<file path="config.mk">
export PLATFORM = sky130hd
export DESIGN_NAME = uart_rx_ctrl
export DESIGN_NICKNAME = d
export VERILOG_FILES = /design/src/rtl/uart_pkg.sv /design/src/rtl/uart_rx_sampler.sv /design/src/rtl/uart_rx_ctrl.sv
export SDC_FILE = /design/constraint.sdc
export NUM_CORES = 1
export LEC_CHECK = 0
export ABC_AREA = 1
export CAP_MARGIN = 5
export CELL_PAD_IN_SITES_DETAIL_PLACEMENT = 0
export CELL_PAD_IN_SITES_GLOBAL_PLACEMENT = 1
export CORE_MARGIN = 3
export CORE_UTILIZATION = 44
export DETAILED_ROUTE_END_ITERATION = 16
export PLACE_DENSITY = 0.92
export REMOVE_ABC_BUFFERS = 1
export SYNTH_ARGS = -nofsm -noshare
export SYNTH_HDL_FRONTEND = slang
export SYNTH_SLANG_ARGS = --single-unit
export TNS_END_PERCENT = 30
</file>
<file path="constraint.sdc">
create_clock -name clk -period 2.3 [get_ports clk]
set_input_delay 0.345 -clock clk [delete_from_list [all_inputs] [get_ports clk]]
set_output_delay 0.345 -clock clk [all_outputs]
set_load 0.005 [all_outputs]
</file>
<file path="src/rtl/uart_pkg.sv">
// Shared UART definitions for the receive controller and the future transmitter.
// Provides the one-hot receiver state encoding, the parity mode constants and
// the width/midpoint helpers used to size the oversample and bit counters.
package uart_pkg;

    typedef enum logic [5:0] {
        IDLE     = 6'b000001,
        START    = 6'b000010,
        DATA     = 6'b000100,
        PARITY   = 6'b001000,
        STOP     = 6'b010000,
        BRK_WAIT = 6'b100000
    } rx_state_t;

    localparam logic PAR_EVEN = 1'b0;
    localparam logic PAR_ODD  = 1'b1;

    // Number of bits needed to hold values 0..value-1 (ceil(log2(value))).
    function automatic int unsigned clog2(input int unsigned value);
        int unsigned w    = 0;
        int unsigned span = 1;
        while (span < value) begin
            span = span << 1;
            w    = w + 1;
        end
        return w;
    endfunction

    // Oversample index at the centre of a bit.
    function automatic int unsigned mid_point(input int unsigned oversample);
        return oversample / 2;
    endfunction

endpackage

</file>
<file path="src/rtl/uart_rx_sampler.sv">
// Oversample counter and 3-sample majority voter for the UART receiver.
// Ports:
//   clk, rst     - clock, synchronous active-high reset
//   baud_tick    - one-cycle oversample strobe; the counter only moves on ticks
//   rxd          - synchronised serial input
//   restart      - hold the counter at 0 (receiver idle / waiting)
//   cnt          - oversample position within the current bit
//   vote         - majority of samples at MID-1, MID and MID+1 (valid with vote_strobe)
//   vote_strobe  - tick on which the vote is resolved (cnt = MID+1)
//   bit_end      - tick on which cnt wraps (cnt = OVERSAMPLE-1)
module uart_rx_sampler
    import uart_pkg::*;
#(
    parameter  int unsigned OVERSAMPLE = 16,
    localparam int unsigned CW         = clog2(OVERSAMPLE)
) (
    input  logic          clk,
    input  logic          rst,
    input  logic          baud_tick,
    input  logic          rxd,
    input  logic          restart,
    output logic [CW-1:0] cnt,
    output logic          vote,
    output logic          vote_strobe,
    output logic          bit_end
);

    localparam int unsigned   MID      = mid_point(OVERSAMPLE);
    localparam logic [CW-1:0] CNT_LAST = CW'(OVERSAMPLE - 1);
    localparam logic [CW-1:0] CNT_S0   = CW'(MID - 1);
    localparam logic [CW-1:0] CNT_S1   = CW'(MID);
    localparam logic [CW-1:0] CNT_VOTE = CW'(MID + 1);

    logic s0;
    logic s1;

    always_ff @(posedge clk) begin
        if (rst) begin
            cnt <= '0;
            s0  <= 1'b0;
            s1  <= 1'b0;
        end else if (baud_tick) begin
            if (restart) begin
                cnt <= '0;
            end else begin
                cnt <= (cnt == CNT_LAST) ? '0 : cnt + 1'b1;
                if (cnt == CNT_S0) s0 <= rxd;
                if (cnt == CNT_S1) s1 <= rxd;
            end
        end
    end

    // Third sample is taken live on the vote tick.
    assign vote        = (s0 & s1) | (s0 & rxd) | (s1 & rxd);
    assign vote_strobe = baud_tick && !restart && (cnt == CNT_VOTE);
    assign bit_end     = baud_tick && !restart && (cnt == CNT_LAST);

endmodule

</file>
<file path="src/rtl/uart_rx_ctrl.sv">
// Parametrised UART receive controller.
// Ports:
//   clk, rst     - clock, synchronous active-high reset (aborts any frame)
//   baud_tick    - oversample strobe from the baud-rate generator
//   rxd          - synchronised serial input
//   rx_rd        - host read; clears data_avail and overrun_err
//   rx_data      - last completed frame
//   rx_valid     - one-cycle pulse per completed frame (errored frames included)
//   data_avail   - unread frame held in rx_data
//   parity_err   - parity error for the frame in rx_data
//   frame_err    - a stop bit was voted 0 for the frame in rx_data
//   overrun_err  - sticky; a frame completed while data_avail was set
//   break_det    - one-cycle pulse on an all-zero frame
//   busy         - receiver not idle
module uart_rx_ctrl
    import uart_pkg::*;
#(
    parameter int unsigned OVERSAMPLE = 16,
    parameter int unsigned DATA_BITS  = 8,
    parameter int unsigned PARITY_EN  = 0,
    parameter int unsigned PARITY_ODD = 0,
    parameter int unsigned STOP_BITS  = 1
) (
    input  logic                 clk,
    input  logic                 rst,
    input  logic                 baud_tick,
    input  logic                 rxd,
    input  logic                 rx_rd,
    output logic [DATA_BITS-1:0] rx_data,
    output logic                 rx_valid,
    output logic                 data_avail,
    output logic                 parity_err,
    output logic                 frame_err,
    output logic                 overrun_err,
    output logic                 break_det,
    output logic                 busy
);

    localparam int unsigned   CW        = clog2(OVERSAMPLE);
    localparam int unsigned   BW        = clog2(DATA_BITS + 1);
    localparam int unsigned   MID       = mid_point(OVERSAMPLE);
    localparam logic [BW-1:0] DATA_LAST = BW'(DATA_BITS - 1);
    localparam logic [BW-1:0] STOP_LAST = BW'(STOP_BITS - 1);
    localparam logic          PAR_MODE  = (PARITY_ODD != 0) ? PAR_ODD : PAR_EVEN;

    rx_state_t            state, state_n;
    logic [BW-1:0]        bitcnt, bitcnt_n;
    logic [DATA_BITS-1:0] shift, shift_n;
    logic                 par_bit, par_n;
    logic                 fpend, fpend_n;   // some stop bit voted 0 so far
    logic                 szero, szero_n;   // every stop bit voted 0 so far
    logic                 done;             // non-break completion on this tick
    logic                 brk;              // break completion on this tick
    logic                 frame_final;
    logic                 parity_final;

    logic [CW-1:0]        cnt;
    logic                 vote;
    logic                 vote_strobe;
    logic                 bit_end;
    logic                 restart;

    assign restart = (state == IDLE) || (state == BRK_WAIT);

    uart_rx_sampler #(
        .OVERSAMPLE (OVERSAMPLE)
    ) u_sampler (
        .clk         (clk),
        .rst         (rst),
        .baud_tick   (baud_tick),
        .rxd         (rxd),
        .restart     (restart),
        .cnt         (cnt),
        .vote        (vote),
        .vote_strobe (vote_strobe),
        .bit_end     (bit_end)
    );

    assign parity_final = (PARITY_EN != 0) && ((^shift ^ par_bit) != PAR_MODE);
    assign frame_final  = fpend | ~vote;

    always_comb begin
        state_n  = state;
        bitcnt_n = bitcnt;
        shift_n  = shift;
        par_n    = par_bit;
        fpend_n  = fpend;
        szero_n  = szero;
        done     = 1'b0;
        brk      = 1'b0;
        if (baud_tick) begin
            case (state)
                IDLE: begin
                    if (!rxd) state_n = START;
                end
                START: begin
                    if (vote_strobe && vote) begin
                        state_n = IDLE;
                    end else if (bit_end) begin
                        state_n  = DATA;
                        bitcnt_n = '0;
                    end
                end
                DATA: begin
                    if (vote_strobe) begin
                        for (int unsigned i = 0; i < DATA_BITS; i++) begin
                            if (BW'(i) == bitcnt) shift_n[i] = vote;
                        end
                    end else if (bit_end) begin
                        if (bitcnt == DATA_LAST) begin
                            state_n  = (PARITY_EN != 0) ? PARITY : STOP;
                            bitcnt_n = '0;
                            fpend_n  = 1'b0;
                            szero_n  = 1'b1;
                        end else begin
                            bitcnt_n = bitcnt + 1'b1;
                        end
                    end
                end
                PARITY: begin
                    if (vote_strobe) begin
                        par_n = vote;
                    end else if (bit_end) begin
                        state_n = STOP;
                    end
                end
                STOP: begin
                    if (vote_strobe) begin
                        fpend_n = frame_final;
                        szero_n = szero & ~vote;
                        // Last stop bit finishes at its vote so an early start edge is not missed.
                        if (bitcnt == STOP_LAST) begin
                            if ((shift == '0) && ((PARITY_EN == 0) || !par_bit) && szero && !vote) begin
                                brk     = 1'b1;
                                state_n = BRK_WAIT;
                            end else begin
                                done    = 1'b1;
                                state_n = IDLE;
                            end
                        end
                    end else if (bit_end) begin
                        bitcnt_n = bitcnt + 1'b1;
                    end
                end
                BRK_WAIT: begin
                    if (rxd) state_n = IDLE;
                end
                default: state_n = IDLE;
            endcase
        end
    end

    always_ff @(posedge clk) begin
        if (rst) begin
            state       <= IDLE;
            bitcnt      <= '0;
            shift       <= '0;
            par_bit     <= 1'b0;
            fpend       <= 1'b0;
            szero       <= 1'b1;
            rx_data     <= '0;
            rx_valid    <= 1'b0;
            data_avail  <= 1'b0;
            parity_err  <= 1'b0;
            frame_err   <= 1'b0;
            overrun_err <= 1'b0;
            break_det   <= 1'b0;
        end else begin
            state     <= state_n;
            bitcnt    <= bitcnt_n;
            shift     <= shift_n;
            par_bit   <= par_n;
            fpend     <= fpend_n;
            szero     <= szero_n;
            rx_valid  <= done;
            break_det <= brk;
            if (done) begin
                rx_data    <= shift;
                parity_err <= parity_final;
                frame_err  <= frame_final;
                data_avail <= 1'b1;
                // A read landing with the new frame consumes the old one, so no overrun.
                if (data_avail && !rx_rd) begin
                    overrun_err <= 1'b1;
                end else if (rx_rd) begin
                    overrun_err <= 1'b0;
                end
            end else if (rx_rd && data_avail) begin
                data_avail  <= 1'b0;
                overrun_err <= 1'b0;
            end
        end
    end

    assign busy = (state != IDLE);

    a_vote_pos: assert property (@(posedge clk) disable iff (rst)
        vote_strobe |-> (cnt == CW'(MID + 1)));

endmodule
</file>
==> run summary, run 1 <==
=========================================================================================
Clock tree from TritonCTS                                                           built
Mean number of vias per cell                                                         5.10
Number of setup violations in the final report                                          0
Clock sink count                                                                       38
Clock latency on the worst-skew pair                                              0.29 ns
Final-report max-slew violation count                                                   0
Highest ir drop seen on vdd                                                    0.000377 V
Clock buffer depth                                                                      2
Number of H-tree branching levels                                                       2
Post-route minimum period                                                         1.85 ns
Drt first-iter violations                                                             128
Die extent in x                                                                   74.3 µm
Average wire per standard cell                                                    12.2 µm
Global-route wire length before repair                                            7.62 mm
Achievable Freq                                                                 0.539 GHz
Final instance count without filler cells                                             355
Number of global-route vias before repair                                            1671
Number of flip-flops and latches in the synthesized netlist                            38
Critical Path Max Stage Delay                                                     0.43 ns
Antenna viol nets, final                                                                0
Fin Clk Skew                                                                   0.00409 ns
Top flip-flop cell by instance count after synthesis                              dfxtp_1
Cell taking the most area after synthesis                                         dfxtp_1
Share of the synthesized area in the top cell type                                  0.371
Worst setup SP type                                                             flip-flop
Proportion of register bits with asynchronous set or reset after synthesis              0
Most frequently used cell type in the post-synthesis netlist                      nand2_1
Pwr per Cell Area                                                              679 nW/µm²
Distinct cells, synth                                                                  33
Cell area after placement                                                        2300 µm²
Total Routed Length                                                               4.32 mm
Fraction of final layout cells sized beyond drive strength 1                        0.152
Data required time at the worst endpoint                                          2.47 ns
Number of gates given a new drive strength after cts                                    0
Worst-path maximum fanout                                                               6
Net count reported at finish                                                          314
Final core area utilization                                                         0.543
N_diodes                                                                                0
Unrepaired setup endpoints after global routing                                        no
Syn-to-layout area delta                                                            16.9%
Endpoint kind of the worst setup timing path                                    flip-flop
Hold violation count in the final report                                                0
Initial antenna violation count                                                         0
Crit path kind                                                                    reg2reg
Overall via count from detail_route                                                  1809
Critical Path Most Common Cell                                                    nand2_1
Max-cap check violation count                                                           0
Cell chosen for the clock root                                                   clkbuf_8
Std-Cell Core Area                                                               4410 µm²
Slowest stage cell on the critical path                                           dfxtp_1
Synth warnings                                                                          0
Data arrival time of the critical path                                            2.02 ns
Final worst-path cycle share                                                        0.806
HPWL after detailed placement                                                     3.17 mm
Sequential fraction of the synthesis area                                           0.371
Number of design rule violations left after detail routing                              0
Leakage component of the power                                                   0.962 nW
Die height                                                                        74.3 µm
Setup bufs post-CTS                                                                     0
Leading post-synthesis cells by instance count                               44 x nand2_1, 38 x dfxtp_1, 36 x inv_1
Starting density of the core                                                        0.465
Grt ovf                                                                                 0
Number of core rows                                                                    24
Total iterations of the first detailed-routing run                                      4
Number of buffers created by CTS                                                        5
Largest net degree at the start of global routing                                      29
Crit path buf inv count                                                                 0
Worst path top cell family by delay                                          simple AND/OR/NAND/NOR gates
Area of the die                                                                  5520 µm²
Fillcell total                                                                        398
Clock transition at the registers of the reported paths                           0.08 ns
Worst hold-check path type                                                        reg2reg
Placer Congestion                                                                   0.795
Synth Instances                                                                       278
Inst Count DP                                                                         347
Finished Cell Area                                                               2400 µm²
Combined global-route utilization of all metal layers                               0.179
Boundary Pins                                                                          20
Top cells by area, synth                                                     dfxtp_1 37%, nand2_1 8.0%, a21oi_1 7.1%
Post-synth EDFFs                                                                        0
Port bufs                                                                              18
Cell Chain, Critical Path                                                    ha_1, nand2_2, nor2_2, nand4_1, nand2_1, nand2_1, nor2_1, nand2_1, nand2_1, o211ai_1
Post-synthesis instance area                                                     2050 µm²
Number of hold buffers added after cts                                                  0
Total negative slack for setup checks                                                0 ns
Average cell area after synthesis                                                7.38 µm²
Status                                                                          completed
=========================================================================================
[final cells by class]
cell class | instances | area (µm²) | area share
multi-input cells | 190 | 1090 | 0.454
inverters | 43 | 163 | 0.0678
repair buffers | 24 | 225 | 0.0939
clock buffers | 6 | 82.6 | 0.0344
clock inverters | 2 | 12.5 | 0.00522
well taps | 52 | 65.1 | 0.0271
flip-flops and latches | 38 | 761 | 0.317
[tightest hold or removal path, stage by stage, from the launching register on]
cell     delay [ns]
dfxtp_1        0.31
inv_1          0.05
a21oi_1        0.05
[cell families (layout without fill, tap and decap cells)]
group                    after synthesis  after routing  synth area share
buffers and inverters                 50             75            0.0982
adder cells (fa/ha/maj)                7              7            0.0427
AO/OA/AOI/OAI                         59             59             0.154
other                                  1              1           0.00183
AND/OR/NAND/NOR                      122            122             0.329
XOR/XNOR                               1              1           0.00427
flip-flops                            38             38             0.371
[metrics by stage]
stage	setup WS [ns]	total power [mW]	hold slack (ns)
CTS	0.444	1.64	0.448
global placement	0.192	1.15	0.435
floorplan	0.470	1.06	0.414
finish	0.446	1.63	0.451
detailed placement	0.127	1.16	0.436
global route	0.226	1.73	0.466
[state kept, by name, indices dropped and copies added (netlist names)]
name,count
bitcnt,4
data_avail,1
u_sampler.s1,1
fpend,1
overrun_err,1
shift,8
szero,1
frame_err,1
u_sampler.s0,1
state,5
rx_data,8
u_sampler.cnt,4
rx_valid,1
break_det,1
[placed cells by master (no fill, tap or decap)]
master and count:
dfxtp_1 38, o31ai_1 1, nand4_1 12, nand3_2 4, nand2_1 44, xnor2_1 1
clkinvlp_4 1, a211oi_1 1, conb_1 1, nor4_2 1, clkdlybuf4s50_1 18, a21oi_2 1
inv_1 36, ha_1 7, buf_4 6, nor3_1 1, nor4_1 2, o211ai_1 3
inv_2 5, a21oi_1 29, nor2_4 6, clkbuf_8 6, o21ai_0 22, clkinv_2 2
o21ai_2 1, nand2_2 4, nor2_2 4, clkinv_1 1, nand3_4 2, o21ai_1 1
nand4_2 3, nor2_1 17, nand3_1 22
[worst paths after layout]
path                                  startpoint           end  slack, ns  cells after the start
worst max-delay path            u_sampler.cnt[0]         szero       0.45                     10
worst min-delay path                u_sampler.s0  u_sampler.s0       0.45                      2
worst max register to register  u_sampler.cnt[0]         szero       0.45                     10
worst min register to register      u_sampler.s0  u_sampler.s0       0.45                      2
[report_power, final]
part / switching, mW / internal, mW
clock: 0.242 / 0.241
combinational: 0.256 / 0.149
sequential: 0.0470 / 0.694
[per-layer routing]
| metal | GRT usage | wire, µm | vias up |
|---|---|---|---|
| met3 | 0.0405 | 172 | 9 |
| met1 | 0.239 | 2160 | 797 |
| met5 | 0 | 0 | - |
| li1 | - | - | 964 |
| met2 | 0.277 | 1890 | 39 |
| met4 | 0.0791 | 102 | 0 |
Power figures use the tool's default switching activity.
==> run 2, diff against run 1 <==
Settings changed: CORE_UTILIZATION 44 to 37, PLACE_DENSITY 0.92 to 0.84.
Clock period 2.3 ns to 1.7 ns, I/O delays scaled along.
==> run summary, run 2 (same netlist as run 1, synthesis figures left out) <==
===========================================================================
Status                                                            completed   unchanged
Number of buffers created by CTS                                          5   unchanged
Worst hold-check path type                                          reg2reg   unchanged
Clock latency on the worst-skew pair                                0.29 ns   about the same
Syn-to-layout area delta                                              34.2%   was 16.9%
Overall via count from detail_route                                    1955   was 1809
Number of global-route vias before repair                              1913   was 1671
Max-cap check violation count                                             0   unchanged
Fraction of power consumed by sequential logic                        0.438   was 0.455
Hold violation count in the final report                                  0   unchanged
Number of core rows                                                      26   was 24
Clock transition at the registers of the reported paths             0.07 ns   was 0.08 ns
Std-Cell Core Area                                                 5240 µm²   was 4410 µm²
Die extent in x                                                     80.5 µm   was 74.3 µm
Pwr per Cell Area                                                847 nW/µm²   was 679 nW/µm²
Global-route wire length before repair                              8.34 mm   was 7.62 mm
Highest ir drop seen on vdd                                      0.000498 V   was 0.000377 V
Total iterations of the first detailed-routing run                        4   unchanged
Worst setup SP type                                               flip-flop   unchanged
Data required time at the worst endpoint                            1.88 ns   was 2.47 ns
Number of design rule violations left after detail routing                0   unchanged
Mean number of vias per cell                                           4.91   was 5.10
Post-route minimum period                                           1.65 ns   was 1.85 ns
Boundary Pins                                                            20   unchanged
Placer Congestion                                                     0.815   was 0.795
Endpoint kind of the worst setup timing path                      flip-flop   unchanged
Internal power                                                      1.54 mW   was 1.08 mW
Average wire per standard cell                                      12.1 µm   was 12.2 µm
Number of setup violations in the final report                            0   unchanged
Net count reported at finish                                            340   was 314
Fin Clk Skew                                                     0.00454 ns   was 0.00409 ns
Clock sink count                                                         38   unchanged
N_diodes                                                                  0   unchanged
Final-report max-slew violation count                                     0   unchanged
Data arrival time of the critical path                              1.83 ns   was 2.02 ns
Antenna viol nets, final                                                  0   unchanged
Largest net degree at the start of global routing                        29   unchanged
Number of hold buffers added after cts                                    0   unchanged
Die height                                                          80.5 µm   was 74.3 µm
Cell area after placement                                          2500 µm²   was 2300 µm²
Area of the die                                                    6480 µm²   was 5520 µm²
Worst Hold Margin                                                  0.459 ns   was 0.451 ns
Largest regs                                                   rx_data: 8 flops, shift: 8 flops, state: 5 flops   unchanged
Initial antenna violation count                                           0   unchanged
Drt first-iter violations                                                84   was 128
Unrepaired setup endpoints after global routing                         yes   was no
Part of the total power dissipated in combinational logic             0.310   was 0.249
Number of H-tree branching levels                                         2   unchanged
Finished Cell Area                                                 2750 µm²   was 2400 µm²
Fillcell total                                                          508   was 398
Achievable Freq                                                   0.607 GHz   was 0.539 GHz
NetSw                                                              0.798 mW   was 0.545 mW
Leakage component of the power                                      1.12 nW   was 0.962 nW
Clock buffer depth                                                        2   unchanged
Switching power share of the total                                    0.342   was 0.335
Total Routed Length                                                 4.80 mm   was 4.32 mm
Clock group share of total power                                      0.251   was 0.296
Worst-path maximum fanout                                                 5   was 6
Port bufs                                                                18   unchanged
Grt ovf                                                                   0   unchanged
Most common cell after layout, fill and taps aside                  nand2_1   unchanged
Clock tree from TritonCTS                                             built   unchanged
HPWL after detailed placement                                       3.53 mm   was 3.17 mm
Fraction of final layout cells sized beyond drive strength 1          0.274   was 0.152
Final worst-path cycle share                                          0.969   was 0.806
Cell chosen for the clock root                                     clkbuf_8   unchanged
Crit path kind                                                      reg2reg   unchanged
Combined global-route utilization of all metal layers                 0.163   was 0.179
Starting density of the core                                          0.392   was 0.465
Highest-count cells in the layout ignoring fill and taps       41 x nand2_1, 32 x inv_1, 31 x dfxtp_1, 29 x buf_4, 28 x a21oi_1   was 44 x nand2_1, 38 x dfxtp_1, 36 x inv_1, 29 x a21oi_1
===========================================================================
run 2: cell count changes in the layout (fill, tap and decap cells not counted), sizes merged:
cell,delta
buf,+25
clkdlybuf4s50,-2
dlymetal6s2s,+2
clkbuf,-1
clkinv,+1
clkinvlp,-1
inv,+1
run 2: layer usage:
layer  part of all wire  track usage
met2               0.47        0.281
met5                  0            0
met4              0.012       0.0405
met1               0.49        0.204
met3              0.029       0.0348
run 2: final cells by class:
type	instances	area, µm²	area share
Clock inverter	2	10.0	0.00363
Clock buffer	5	68.8	0.0250
Timing Repair inverter	1	8.76	0.00318
Sequential cell	38	779	0.283
Inverter	43	174	0.0632
Tap cell	70	87.6	0.0318
Timing Repair Buffer	49	434	0.158
Multi-Input combinational cell	190	1190	0.433
run 2: worst paths after layout:
| check | start | end | slack [ns] | cells after the start |
|---|---|---|---|---|
| hold reg to reg | u_sampler.s0 | u_sampler.s0 | 0.46 | 2 |
| setup reg to reg | state[5] | bitcnt[3] | 0.05 | 12 |
| setup / recovery | state[5] | bitcnt[3] | 0.05 | 12 |
| hold / removal | u_sampler.s0 | u_sampler.s0 | 0.46 | 2 |
run 2: power groups by stage:
| stage | sequential (mW) | combinational (mW) | clock, mW |
|---|---|---|---|
| final | 1.02 | 0.724 | 0.587 |
| after global routing | 1.03 | 0.816 | 0.636 |
| after CTS | 1.01 | 0.684 | 0.601 |
| after detailed placement | 1.02 | 0.641 | 0 |
| after global placement | 1.02 | 0.626 | 0 |
| after floorplan | 1.01 | 0.418 | 0 |
run 2: per-stage QoR:
step,util,worst slack [ns],power [mW],std cells,TNS (ns)
after detailed placement,0.478,-0.267,1.66,387,-6.09
after global routing,0.526,-0.0846,2.48,398,-0.842
after global placement,0.478,-0.232,1.64,387,-5.52
final,0.526,0.0520,2.33,398,0
after CTS,0.500,-0.0262,2.29,396,-0.0262
after floorplan,-,-0.123,1.43,271,-1.05
run 2: critical path: stages (launching register included):
cell and delay, ns:
dfxtp_2 0.36, inv_2 0.09, nand3_4 0.09, buf_4 0.14, inv_2 0.05, nor2_4 0.16
nand3_2 0.11, nor2_1 0.20, nor2_4 0.09, nand2_2 0.09, nand2_1 0.06, nand2_1 0.06
nor2_1 0.03
run 2: what timing repair did:
| action | in CTS | in global routing |
|---|---|---|
| endpoints found under the setup margin | 5 | 29 |
| cloned | 0 | 1 |
| pin swaps | 1 | 15 |
| setup buffers | 2 | 1 |
| endpoints found under the hold margin | 0 | 0 |
| resized for setup | 7 | 40 |
